==> src/rtl/sonar_rx_serial_cmd.sv <==
// rtl/sonar_rx_serial_cmd.sv - 7O1 serial receiver and sonar command decoder (parity check under RX_PARITY_CHECK_EN)
module sonar_rx_serial_cmd #(
   parameter int         CLKS_PER_BIT = 434,
   parameter logic [6:0] CMD_MEDIR    = 7'h6D,
   parameter logic [6:0] CMD_PARAR    = 7'h70,
   parameter logic [6:0] CMD_RESET    = 7'h72
) (
   input  logic       clock,
   input  logic       reset,
   input  logic       rx,
   output logic [6:0] dado_recebido,
   output logic       pronto,
   output logic       erro,
   output logic       cmd_medir,
   output logic       cmd_parar,
   output logic       cmd_reset,
   output logic       medindo,
   output logic [3:0] db_estado
);

   localparam logic [3:0] INICIAL  = 4'd0;
   localparam logic [3:0] ESPERA   = 4'd1;
   localparam logic [3:0] INICIO   = 4'd2;
   localparam logic [3:0] DADOS    = 4'd3;
   localparam logic [3:0] PARIDADE = 4'd4;
   localparam logic [3:0] PARADA   = 4'd5;
   localparam logic [3:0] VERIFICA = 4'd6;
   localparam logic [3:0] FINAL    = 4'd7;

   localparam int            CW       = $clog2(CLKS_PER_BIT);
   localparam logic [CW-1:0] LAST_CLK = CW'(CLKS_PER_BIT - 1);
   localparam logic [CW-1:0] HALF_CLK = CW'(CLKS_PER_BIT / 2 - 1);

   logic          rx_meta;
   logic          rx_sync;
   logic          armed;      // line seen high since the last start/stop sample
   logic [3:0]    estado;
   logic [CW-1:0] clk_cnt;
   logic [2:0]    bit_cnt;
   logic [6:0]    shreg;
   logic          stop_bit;
   logic          bit_tick;
   logic          frame_ok;

   assign bit_tick  = (clk_cnt == LAST_CLK);
   assign db_estado = estado;

`ifdef RX_PARITY_CHECK_EN
   logic par_bit;
   assign frame_ok = stop_bit && ((^shreg ^ par_bit) == 1'b1);
`else
   assign frame_ok = stop_bit;
`endif

   // two-flop synchronizer on the asynchronous rx pin, idles high
   always_ff @(posedge clock) begin
      if (!reset) begin
         rx_meta <= 1'b1;
         rx_sync <= 1'b1;
      end else begin
         rx_meta <= rx;
         rx_sync <= rx_meta;
      end
   end

   // receive FSM: start validation, mid-bit sampling, frame check and command decode
   always_ff @(posedge clock) begin
      if (!reset) begin
         estado        <= INICIAL;
         clk_cnt       <= '0;
         bit_cnt       <= '0;
         shreg         <= '0;
         stop_bit      <= 1'b0;
         armed         <= 1'b0;
         dado_recebido <= '0;
         erro          <= 1'b0;
         pronto        <= 1'b0;
         cmd_medir     <= 1'b0;
         cmd_parar     <= 1'b0;
         cmd_reset     <= 1'b0;
`ifdef RX_PARITY_CHECK_EN
         par_bit       <= 1'b0;
`endif
      end else begin
         pronto    <= 1'b0;
         cmd_medir <= 1'b0;
         cmd_parar <= 1'b0;
         cmd_reset <= 1'b0;
         if (rx_sync) armed <= 1'b1;
         case (estado)
            INICIAL: estado <= ESPERA;
            ESPERA: begin
               // a low level only starts a frame after the line was high (edge, not break)
               if (!rx_sync && armed) begin
                  estado  <= INICIO;
                  clk_cnt <= '0;
                  armed   <= 1'b0;
               end
            end
            INICIO: begin
               if (clk_cnt == HALF_CLK) begin
                  clk_cnt <= '0;
                  bit_cnt <= '0;
                  estado  <= rx_sync ? ESPERA : DADOS;
               end else begin
                  clk_cnt <= clk_cnt + 1'b1;
               end
            end
            DADOS: begin
               clk_cnt <= bit_tick ? '0 : clk_cnt + 1'b1;
               if (bit_tick) begin
                  shreg   <= {rx_sync, shreg[6:1]};
                  bit_cnt <= bit_cnt + 3'd1;
                  if (bit_cnt == 3'd6) estado <= PARIDADE;
               end
            end
            PARIDADE: begin
               clk_cnt <= bit_tick ? '0 : clk_cnt + 1'b1;
               if (bit_tick) begin
`ifdef RX_PARITY_CHECK_EN
                  par_bit <= rx_sync;
`endif
                  estado  <= PARADA;
               end
            end
            PARADA: begin
               clk_cnt <= bit_tick ? '0 : clk_cnt + 1'b1;
               if (bit_tick) begin
                  stop_bit <= rx_sync;
                  if (!rx_sync) armed <= 1'b0;
                  estado   <= VERIFICA;
               end
            end
            VERIFICA: begin
               pronto <= 1'b1;
               if (frame_ok) begin
                  dado_recebido <= shreg;
                  erro          <= 1'b0;
                  cmd_medir     <= (shreg == CMD_MEDIR);
                  cmd_parar     <= (shreg == CMD_PARAR);
                  cmd_reset     <= (shreg == CMD_RESET);
               end else begin
                  erro <= 1'b1;
               end
               estado <= FINAL;
            end
            FINAL:   estado <= ESPERA;
            default: estado <= INICIAL;
         endcase
      end
   end

   // measurement level follows the decoded command pulses, reset/stop dominate
   always_ff @(posedge clock) begin
      if (!reset) begin
         medindo <= 1'b0;
      end else if (cmd_reset || cmd_parar) begin
         medindo <= 1'b0;
      end else if (cmd_medir) begin
         medindo <= 1'b1;
      end
   end

endmodule

==> config.mk <==
export PLATFORM = sky130hd
export DESIGN_NAME = sonar_rx_serial_cmd
export DESIGN_NICKNAME = d
export VERILOG_FILES = /design/src/rtl/sonar_rx_serial_cmd.sv
export SDC_FILE = /design/constraint.sdc
export NUM_CORES = 1
export LEC_CHECK = 0
export ABC_AREA = 0
export CAP_MARGIN = 25
export CORE_MARGIN = 2
export CORE_UTILIZATION = 23
export CTS_CLUSTER_SIZE = 28
export DETAILED_ROUTE_END_ITERATION = 6
export SETUP_SLACK_MARGIN = 0.15
export SLEW_MARGIN = 40
export SYNTH_ARGS = -nofsm -noshare
export SYNTH_HDL_FRONTEND = slang
export SYNTH_SLANG_ARGS = --single-unit
==> constraint.sdc <==
create_clock -name clock -period 3.6 [get_ports clock]
set_input_delay 0.72 -clock clock [delete_from_list [all_inputs] [get_ports clock]]
set_output_delay 0.72 -clock clock [all_outputs]
set_load 0.1 [all_outputs]
==> results.toml, run 1 <==
[synth]
ys_seq_elements = 39
synthesis.yosys.warnings = 0
synthesis.area_mm2 = 0.001799
post_synthesis_instance_total = 196
synth.distinct_cells = 45
synthesis.area_per_instance_um2 = 9.180
synth.net_count = 204
synth-seq-area-share = 0.4339

[power_and_ir_drop]
switching_share_of_power = 0.2454
post-layout-total-power_mw = 0.7672
p_clk_frac = 0.384
sequentialPowerShare = 0.571
ir_drop_mv = 0.1981
cell_internal_pwr_mw = 0.5789
power.static_leakage_nw = 0.7493
power.density_mw_per_mm2 = 367.8
switchingPower_mw = 0.1883
share_comb_of_total_power = 0.046

[critical_path]
r2r.worst_path.cells = 4
timing.setup.critical_path_class = "input pin to flop"
timing.critical_path.required_ns = 3.83
arrival_ns = 2.53
worstPathMaxFanout = 24
worst_setup_path_end_kind = "flop"
timing.critical_path.from_type = "input pin"

[global_routing]
met1_usage = 0.1356
first_global_vias = 1385
grt.met3_usage = 0.02197
grt_antenna_before_repair = 0
grt_pass1_wl_um = 6837
groute.layer.met2.usage = 0.1545
grt_use_total = 0.09877
global_route_congestion_overflow_total = 0
grt_max_degree = 25
global_route.peak_usage_layer = "met2"

[min_path]
min_path_type = "flop to flop"
worstHoldPathCells = 1

[routing]
avgRoutedWirePerCell_um = 12.33
drt_drc_violations_left = 0
drt_wl_total_um = 3897
vias = 1461
detailedRoute.firstIterationViolations = 96
detail_route.first_pass.iterations = 4
drt-vias-per-instance = 4.623
antenna_violating_nets_post_route = 0

[sta]
finClkSkew_ns = 0.003966
min_period_ns = 2.299
timing.final.crit_share = 0.6386
fmax_mhz = 435.0
hold_viol = 0
tns_ns = 0
max-slew-margin-rel = 0.4814
rsz0062_at_grt = "no"
setup_viol_count_final = 0
drv_slew = 0
worst_pin_slew_ns = 0.7771

[cells_and_area]
stdcell_count = 316
layout_commonest_cell = "sky130_fd_sc_hd__dfxtp_1"
num-nets-final = 221
insertedDiodeCount = 0
finalInstanceArea_mm2 = 0.002086
flow.area_growth_from_synthesis_pct = 15.92
utilization = 0.2727
top_library_cells_by_usage_in_the_layout_fill_and_taps_aside = "sky130_fd_sc_hd__dfxtp_1, sky130_fd_sc_hd__nand2_1, sky130_fd_sc_hd__nor2_1"
post_route_cells_drive_above_1_share = 0.1542

[die]
die_area_mm2 = 0.008546
ios = 20
die_width_um = 92.45
fp-row-count = 32
floorplan.core_area_mm2 = 0.007647
start_util = 0.2353
chipHeight_um = 92.45

[placement]
hpwl_um = 2706
total_instance_count_after_detailed_placement = 307
port_buffers = 18
gpl.final_weighted_congestion = 0.7647
placed_area_mm2 = 0.001986

[job]
maxCapViolCount = 0

[clock_tree]
numClockSinks = 39
number_of_hold_repair_buffers_added_at_the_cts_stage = 0
cts_root_buffer = "sky130_fd_sc_hd__clkbuf_8"
cts_made_buffers = 5
post_cts_resized = 0
cts_tree = "yes"
htree_levels = 2
worstSkewPairLatency_ns = 0.29
clk_path_buf_depth = 2
path_clk_slew_ns = 0.08
cts.repair_timing.setup_buffer_count = 0

[run_status]
outcome = "finished clean"
==> cell usage after synthesis, drive strengths merged <==
library cell	count	area (µm²)
and3	4	25.02
o22ai	6	37.54
mux2i	8	80.08
o2111ai	1	8.760
a32oi	1	8.760
a21oi	13	65.06
nor2	15	56.30
a211oi	3	22.52
or4	1	7.510
nand2	17	63.81
nand3b	4	30.03
inv	9	33.78
nand3	5	25.02
o22a	1	8.760
nand4	1	6.260
and3b	2	17.52
o21a	3	22.52
and2	3	18.77
o31a	2	17.52
o32ai	1	8.760
o21ai	2	10.01
and4	1	8.760
nor4b	2	17.52
a2111oi	2	36.29
nor3	4	20.02
buf	6	45.04
a22o	7	61.31
or4b	1	13.76
a31oi	1	6.260
dfxtp	39	780.8
nor4	5	46.29
or2	2	12.52
nand2b	3	18.77
nor2b	5	31.28
clkbuf	5	18.77
or3b	1	8.760
ha	5	62.56
o211ai	2	15.01
conb	1	3.750
xor2	2	17.52
==> power groups by stage <==
stage / Clock, mW / Sequential (mW) / Combinational, mW
6_report: 0.294 / 0.438 / 0.0351
5_1_grt: 0.323 / 0.439 / 0.0379
4_1_cts: 0.303 / 0.438 / 0.0350
3_5_place_dp: 0 / 0.448 / 0.0348
3_3_place_gp: 0 / 0.448 / 0.0345
2_1_floorplan: 0 / 0.452 / 0.0234
==> worst max-delay path, cell delays in order <==
cell,delay [ns]
sky130_fd_sc_hd__clkdlybuf4s50_1,0.45
sky130_fd_sc_hd__buf_4,0.15
sky130_fd_sc_hd__inv_1,0.34
sky130_fd_sc_hd__a21oi_1,0.64
sky130_fd_sc_hd__a22o_1,0.23
==> through the flow <==
| stage | setup slack [ns] | hold WS [ns] |
|---|---|---|
| after floorplan | 1.173 | 0.3863 |
| after global placement | 1.088 | 0.4029 |
| after detailed placement | 1.031 | 0.4003 |
| after CTS | 1.320 | 0.4187 |
| after global routing | 1.146 | 0.4597 |
| final | 1.301 | 0.4164 |
==> sequential cells by signal, summed over array words and instances (netlist names) <==
name           count
db_estado          3
erro               1
frame_ok           1
rx_sync            1
cmd_medir          1
cmd_reset          1
armed              1
rx_meta            1
clk_cnt            9
bit_cnt            3
dado_recebido      7
cmd_parar          1
medindo            1
pronto             1
shreg              7
==> layer usage <==
layer | wire length, µm | part of all wire
met3 | 144 | 0.037
met5 | 0 | 0
met1 | 1912 | 0.49
met2 | 1822 | 0.47
met4 | 17 | 0.0044
==> path summary, 6_finish.rpt <==
kind,start,end,slack [ns]
worst min register to register,rx_meta,rx_sync,0.42
worst min-delay path,rx_meta,rx_sync,0.42
worst max-delay path,reset,dado_recebido[0],1.30
worst max register to register,clk_cnt[2],db_estado[0],1.45
==> kinds of logic after synthesis <==
logic type                 count (synthesis)  share of synthesized area
other                                      1                   0.002084
AOI/OAI and AO/OA                         45                     0.1829
muxes                                      8                    0.04451
and+or+nand+nor                           76                     0.2378
xor gates and xnor gates                   2                   0.009738
adders and majority gates                  5                    0.03477
buffers and inverters                     20                    0.05424
DFF                                       39                     0.4339
==> final cells by class <==
cell class / instances / area (µm²)
Multi-Input combinational cell: 137 / 924.6
Tap cell: 102 / 127.6
Clock inverter: 3 / 20.02
Sequential cell: 39 / 780.7
Timing Repair Buffer: 21 / 130.1
Fill cell: 802 / 5562
Inverter: 9 / 33.78
Clock buffer: 5 / 68.82
No activity file was read; power rests on OpenSTA's default activity.
==> run 2: changes to the inputs <==
==> constraint.sdc (replaced) <==
create_clock -name clock -period 2.3 [get_ports clock]
set_input_delay 0.46 -clock clock [delete_from_list [all_inputs] [get_ports clock]]
set_output_delay 0.46 -clock clock [all_outputs]
set_load 0.1 [all_outputs]
==> run 2 against run 1 <==
Net effect: worst setup slack got worse by 1.0 ns; clock power increased by 96%; final cell count up 0.95%; power up 72%; final area grew 3.8%; die area did not move; wire length shrank 1.2%; count of clock-buffer cells in the layout stayed put; via count grew 2.1%; highest routed layer unchanged.
==> results.toml, run 2 (synthesis results as in run 1) <==
[run_status]
outcome = "finished clean"

[clock_tree]
cts_made_buffers = 5
post_cts_resized = 0
worstSkewPairLatency_ns = 0.29
path_clk_slew_ns = 0.08
htree_levels = 2
number_of_hold_repair_buffers_added_at_the_cts_stage = 0
cts_root_buffer = "sky130_fd_sc_hd__clkbuf_8"
cts.repair_timing.setup_buffer_count = 0
clk_path_buf_depth = 2
cts_tree = "yes"
numClockSinks = 39

[power_and_ir_drop]
p_clk_frac = 0.437
share_comb_of_total_power = 0.045
sequentialPowerShare = 0.519
switchingPower_mw = 0.3007
power.static_leakage_nw = 0.7794
switching_share_of_power = 0.2274
ir_drop_mv = 0.2690
cell_internal_pwr_mw = 1.021
power.density_mw_per_mm2 = 610.4

[global_routing]
global_route.peak_usage_layer = "met2"
grt_use_total = 0.09770
groute.layer.met2.usage = 0.1582
met1_usage = 0.1271
grt.met3_usage = 0.02034
grt_pass1_wl_um = 6872
global_route_congestion_overflow_total = 0
grt_antenna_before_repair = 0
grt_max_degree = 16
first_global_vias = 1440

[placement]
total_instance_count_after_detailed_placement = 311
port_buffers = 18
gpl.final_weighted_congestion = 0.7785
hpwl_um = 2744

[routing]
detail_route.first_pass.iterations = 4
detailedRoute.firstIterationViolations = 103
drt-vias-per-instance = 4.674
antenna_violating_nets_post_route = 0
avgRoutedWirePerCell_um = 12.08
drt_drc_violations_left = 0
vias = 1491
drt_wl_total_um = 3852

[die]
die_width_um = 92.45
chipHeight_um = 92.45
floorplan.core_area_mm2 = 0.007647
fp-row-count = 32
ios = 20
die_area_mm2 = 0.008546
start_util = 0.2353

[cells_and_area]
stdcell_count = 319
utilization = 0.2832
flow.area_growth_from_synthesis_pct = 20.38
layout_commonest_cell = "sky130_fd_sc_hd__dfxtp_1"
top_library_cells_by_usage_in_the_layout_fill_and_taps_aside = "sky130_fd_sc_hd__dfxtp_1, sky130_fd_sc_hd__buf_4, sky130_fd_sc_hd__nand2_1"
largest_register_ff_count = 9
registers.top_by_ff_count = "clk_cnt"
num-nets-final = 224
insertedDiodeCount = 0
biggestRegsByFlops = "clk_cnt x9, dado_recebido x7, shreg x7"
post_route_cells_drive_above_1_share = 0.1751

[critical_path]
worstPathMaxFanout = 12
cp_top_family = "compound AO/OA/AOI/OAI gates"
timing.critical_path.from_type = "flop"
timing.critical_path.required_ns = 2.46
worst_setup_path_end_kind = "flop"
timing.critical_path.slowest_stage_cell = "sky130_fd_sc_hd__or4b_4"
arrival_ns = 2.20
timing.setup.critical_path_class = "flop to flop"
cp.buffers_inverters = 0
timing.critical_path.cells = "or4b_4 > o22a_1 > a2111oi_1 > a211oi_1"
slowest_delay_ns = 0.60

[sta]
worst_pin_slew_ns = 0.7160
setup_viol_count_final = 0
rsz0062_at_grt = "no"
max-slew-margin-rel = 0.5227
finClkSkew_ns = 0.007269
tns_ns = 0
min_period_ns = 2.037
timing.final.crit_share = 0.8859
drv_slew = 0
hold_viol = 0
fmax_mhz = 490.8

[min_path]
min_path_type = "flop to flop"

[job]
maxCapViolCount = 0
## run 2: through the flow
step | instance area, µm² | total power [mW] | hold slack [ns] | worst slack, ns
floorplan | 1803 | 0.7445 | 0.3863 | 0.2195
global placement | 2052 | 0.7606 | 0.3946 | 0.3052
detailed placement | 2052 | 0.7607 | 0.3979 | 0.2879
CTS | 2165 | 1.338 | 0.4171 | 0.2682
global route | 2166 | 1.370 | 0.4637 | 0.1036
finish | 2166 | 1.322 | 0.4138 | 0.2625
## run 2: routing by layer
| layer | wire length [µm] | vias to the layer above |
|---|---|---|
| li1 | - | 746 |
| met2 | 1792 | 25 |
| met3 | 143 | 4 |
| met1 | 1882 | 716 |
| met4 | 34 | 0 |
| met5 | 0 | - |
## run 2: layout make-up
cell class,instances,area [µm²]
Tap cell,102,127.6
Clock inverter,3,43.79
Timing Repair Buffer,24,185.2
Inverter,9,33.78
Clock buffer,5,68.82
Sequential cell,39,784.5
Fill cell,798,5482
Multi-Input combinational cell,137,922.1
## run 2: final timing paths
check / end / cells after the start / slack (ns) / startpoint
worst max-delay path: db_estado[0] / 4 / 0.26 / clk_cnt[2]
worst min-delay path: rx_sync / 1 / 0.41 / rx_meta
worst max register to register: db_estado[0] / 4 / 0.26 / clk_cnt[2]
worst min register to register: rx_sync / 1 / 0.41 / rx_meta
## run 2: power groups by stage
stage                     sequential, mW  clock [mW]  combinational, mW
after floorplan                    0.708           0             0.0367
after global placement             0.701           0             0.0592
after detailed placement           0.702           0             0.0591
after CTS                          0.686       0.593             0.0592
after global routing               0.687       0.619             0.0632
final                              0.686       0.577             0.0590
==> run 3: changes to the inputs <==
--- a/config.mk
+++ b/config.mk
@@ -8,9 +8,10 @@
 export ABC_AREA = 0
 export CAP_MARGIN = 25
 export CORE_MARGIN = 2
-export CORE_UTILIZATION = 23
+export CORE_UTILIZATION = 55
 export CTS_CLUSTER_SIZE = 28
 export DETAILED_ROUTE_END_ITERATION = 6
+export PLACE_DENSITY = 0.78
 export SETUP_SLACK_MARGIN = 0.15
 export SLEW_MARGIN = 40
 export SYNTH_ARGS = -nofsm -noshare
==> run 3 against run 2 <==
Net effect: sequential power hardly changed; wire length shrank 0.31%; power shrank 18%; via count increased by 0.74%; worst hold slack better by 0.020 ns; clock power shrank 41%; maximum frequency down 0.15%; count of clock-buffer cells in the layout rose by 1; highest routed layer unchanged.
==> results.toml, run 3 (synthesis results as in run 1) <==
[routing]
detail_route.first_pass.iterations = 4
detailedRoute.firstIterationViolations = 61
drt_drc_violations_left = 0
drt_wl_total_um = 3840
drt-vias-per-instance = 5.755
vias = 1502
antenna_violating_nets_post_route = 0
avgRoutedWirePerCell_um = 14.71

[sta]
worst_pin_slew_ns = 0.8053
fmax_mhz = 490.1
tns_ns = 0
rsz0062_at_grt = "no"
finClkSkew_ns = 0.01712
min_period_ns = 2.040
timing.final.crit_share = 0.8872
hold_viol = 0
drv_slew = 0
max-slew-margin-rel = 0.4632
setup_viol_count_final = 0

[power_and_ir_drop]
switching_share_of_power = 0.2478
sequentialPowerShare = 0.632
power.static_leakage_nw = 0.7503
switchingPower_mw = 0.2691
power.density_mw_per_mm2 = 532.7
share_comb_of_total_power = 0.053
ir_drop_mv = 0.5585
p_clk_frac = 0.315
cell_internal_pwr_mw = 0.8166

[global_routing]
grt_pass1_wl_um = 6382
grt_antenna_before_repair = 0
global_route_congestion_overflow_total = 0
first_global_vias = 1398
grt_max_degree = 24
grt_use_total = 0.2309

[placement]
gpl.final_weighted_congestion = 0.8427
port_buffers = 18
hpwl_um = 2758
placed_area_mm2 = 0.001979

[run_status]
outcome = "finished clean"

[critical_path]
r2r.worst_path.cells = 4
timing.critical_path.from_type = "flop"
rr_startpoint = "clk_cnt[2]"
timing.critical_path.cells = "or4b_4 > o22a_1 > or2_0 > o32ai_1"
worst_setup_path_end_kind = "flop"
timing.critical_path.required_ns = 2.55
worst_r2r_endpoint = "db_estado[1]"
timing.setup.critical_path_class = "flop to flop"
worst-r2r-setup-slack_ns = 0.26
timing.critical_path.slowest_stage_cell = "sky130_fd_sc_hd__or4b_4"
worstPathMaxFanout = 12
arrival_ns = 2.29
slowest_delay_ns = 0.60

[cells_and_area]
num-nets-final = 224
insertedDiodeCount = 0
registers.top_by_ff_count = "clk_cnt"
layout_commonest_cell = "sky130_fd_sc_hd__dfxtp_1"
largest_register_ff_count = 9
count_of_filler_cells_inserted_in_the_layout = 278
multi_input_area_um2 = 925.9
flow.area_growth_from_synthesis_pct = 13.28
regArea_um2 = 784.5
biggestRegsByFlops = "clk_cnt x9, dado_recebido x7, shreg x7"
finalInstanceArea_mm2 = 0.002038
post_route_cells_drive_above_1_share = 0.1751
top_library_cells_by_usage_in_the_layout_fill_and_taps_aside = "sky130_fd_sc_hd__dfxtp_1, sky130_fd_sc_hd__buf_4, sky130_fd_sc_hd__nand2_1"

[clock_tree]
clk_path_buf_depth = 2
cts.repair_timing.setup_buffer_count = 0
worstSkewPairLatency_ns = 0.34
cts_made_buffers = 5
path_clk_slew_ns = 0.13
cts_root_buffer = "sky130_fd_sc_hd__clkbuf_4"
numClockSinks = 39
htree_levels = 2
cts_tree = "yes"

[die]
start_util = 0.5846
die_width_um = 61.20
die_area_mm2 = 0.003745
fp-row-count = 20
chipHeight_um = 61.20
ios = 20
floorplan.core_area_mm2 = 0.003078

[min_path]
hold_start = "cmd_parar"
hold_end = "medindo"
worstHoldPathCells = 1
min_path_type = "flop to flop"

[job]
maxCapViolCount = 0
## run 3: final cells by class
cell class              count  share of cell area
repair buffers             24             0.09085
flip-flops and latches     39              0.3849
multi-input cells         137              0.4543
inverters                   9             0.01657
well taps                  44             0.02701
clock buffers               6             0.02026
clock inverters             2            0.006139
## run 3: metrics by stage
step           cells  hold slack [ns]    util  power (mW)  worst slack [ns]
4_1_cts          261           0.4367  0.6606       1.095            0.2402
3_5_place_dp     253           0.4051  0.6431      0.7585            0.2706
6_report         261           0.4339  0.6622       1.086            0.2595
5_1_grt          261           0.4526  0.6622       1.134            0.1518
3_3_place_gp     253           0.4062  0.6431      0.7574            0.3496
2_1_floorplan    196           0.3863       -      0.7445            0.2195
## run 3: routing by layer
metal | routed length (µm) | GRT usage | part of all wire | vias to the layer above
met5 | 0 | 0 | 0 | -
met4 | 60 | 0.07453 | 0.016 | 0
met3 | 222 | 0.05672 | 0.058 | 7
met2 | 1852 | 0.3830 | 0.48 | 44
met1 | 1704 | 0.2952 | 0.44 | 708
li1 | - | - | - | 743
## run 3: repair_timing
| item | CTS | global route |
|---|---|---|
| endpoints found under the setup margin | 0 | 3 |
| hold buffers | 0 | 0 |
| hold endpoints to repair | 0 | 0 |
| gates resized for setup | 0 | 2 |
## run 3: worst max path at each step
stage	start	to
5_1_grt	clk_cnt[2]	db_estado[0]
4_1_cts	db_estado[1]	clk_cnt[0]
6_report	clk_cnt[2]	db_estado[1]
3_5_place_dp	db_estado[1]	clk_cnt[0]
2_1_floorplan	db_estado[0]	clk_cnt[6]
3_3_place_gp	db_estado[1]	clk_cnt[0]
## run 3: critical path, delay by kind of cell (launching register included)
family / cells / cell delay, ns
AOI/OAI and AO/OA: 2 / 0.66
and+or+nand+nor: 2 / 0.89
DFF: 1 / 0.39
## run 3: power groups by stage
stage | clock (mW) | sequential [mW] | combinational [mW]
final | 0.342 | 0.686 | 0.0579
after global routing | 0.385 | 0.687 | 0.0619
after CTS | 0.352 | 0.686 | 0.0574
after detailed placement | 0 | 0.701 | 0.0572
after global placement | 0 | 0.701 | 0.0565
after floorplan | 0 | 0.708 | 0.0367
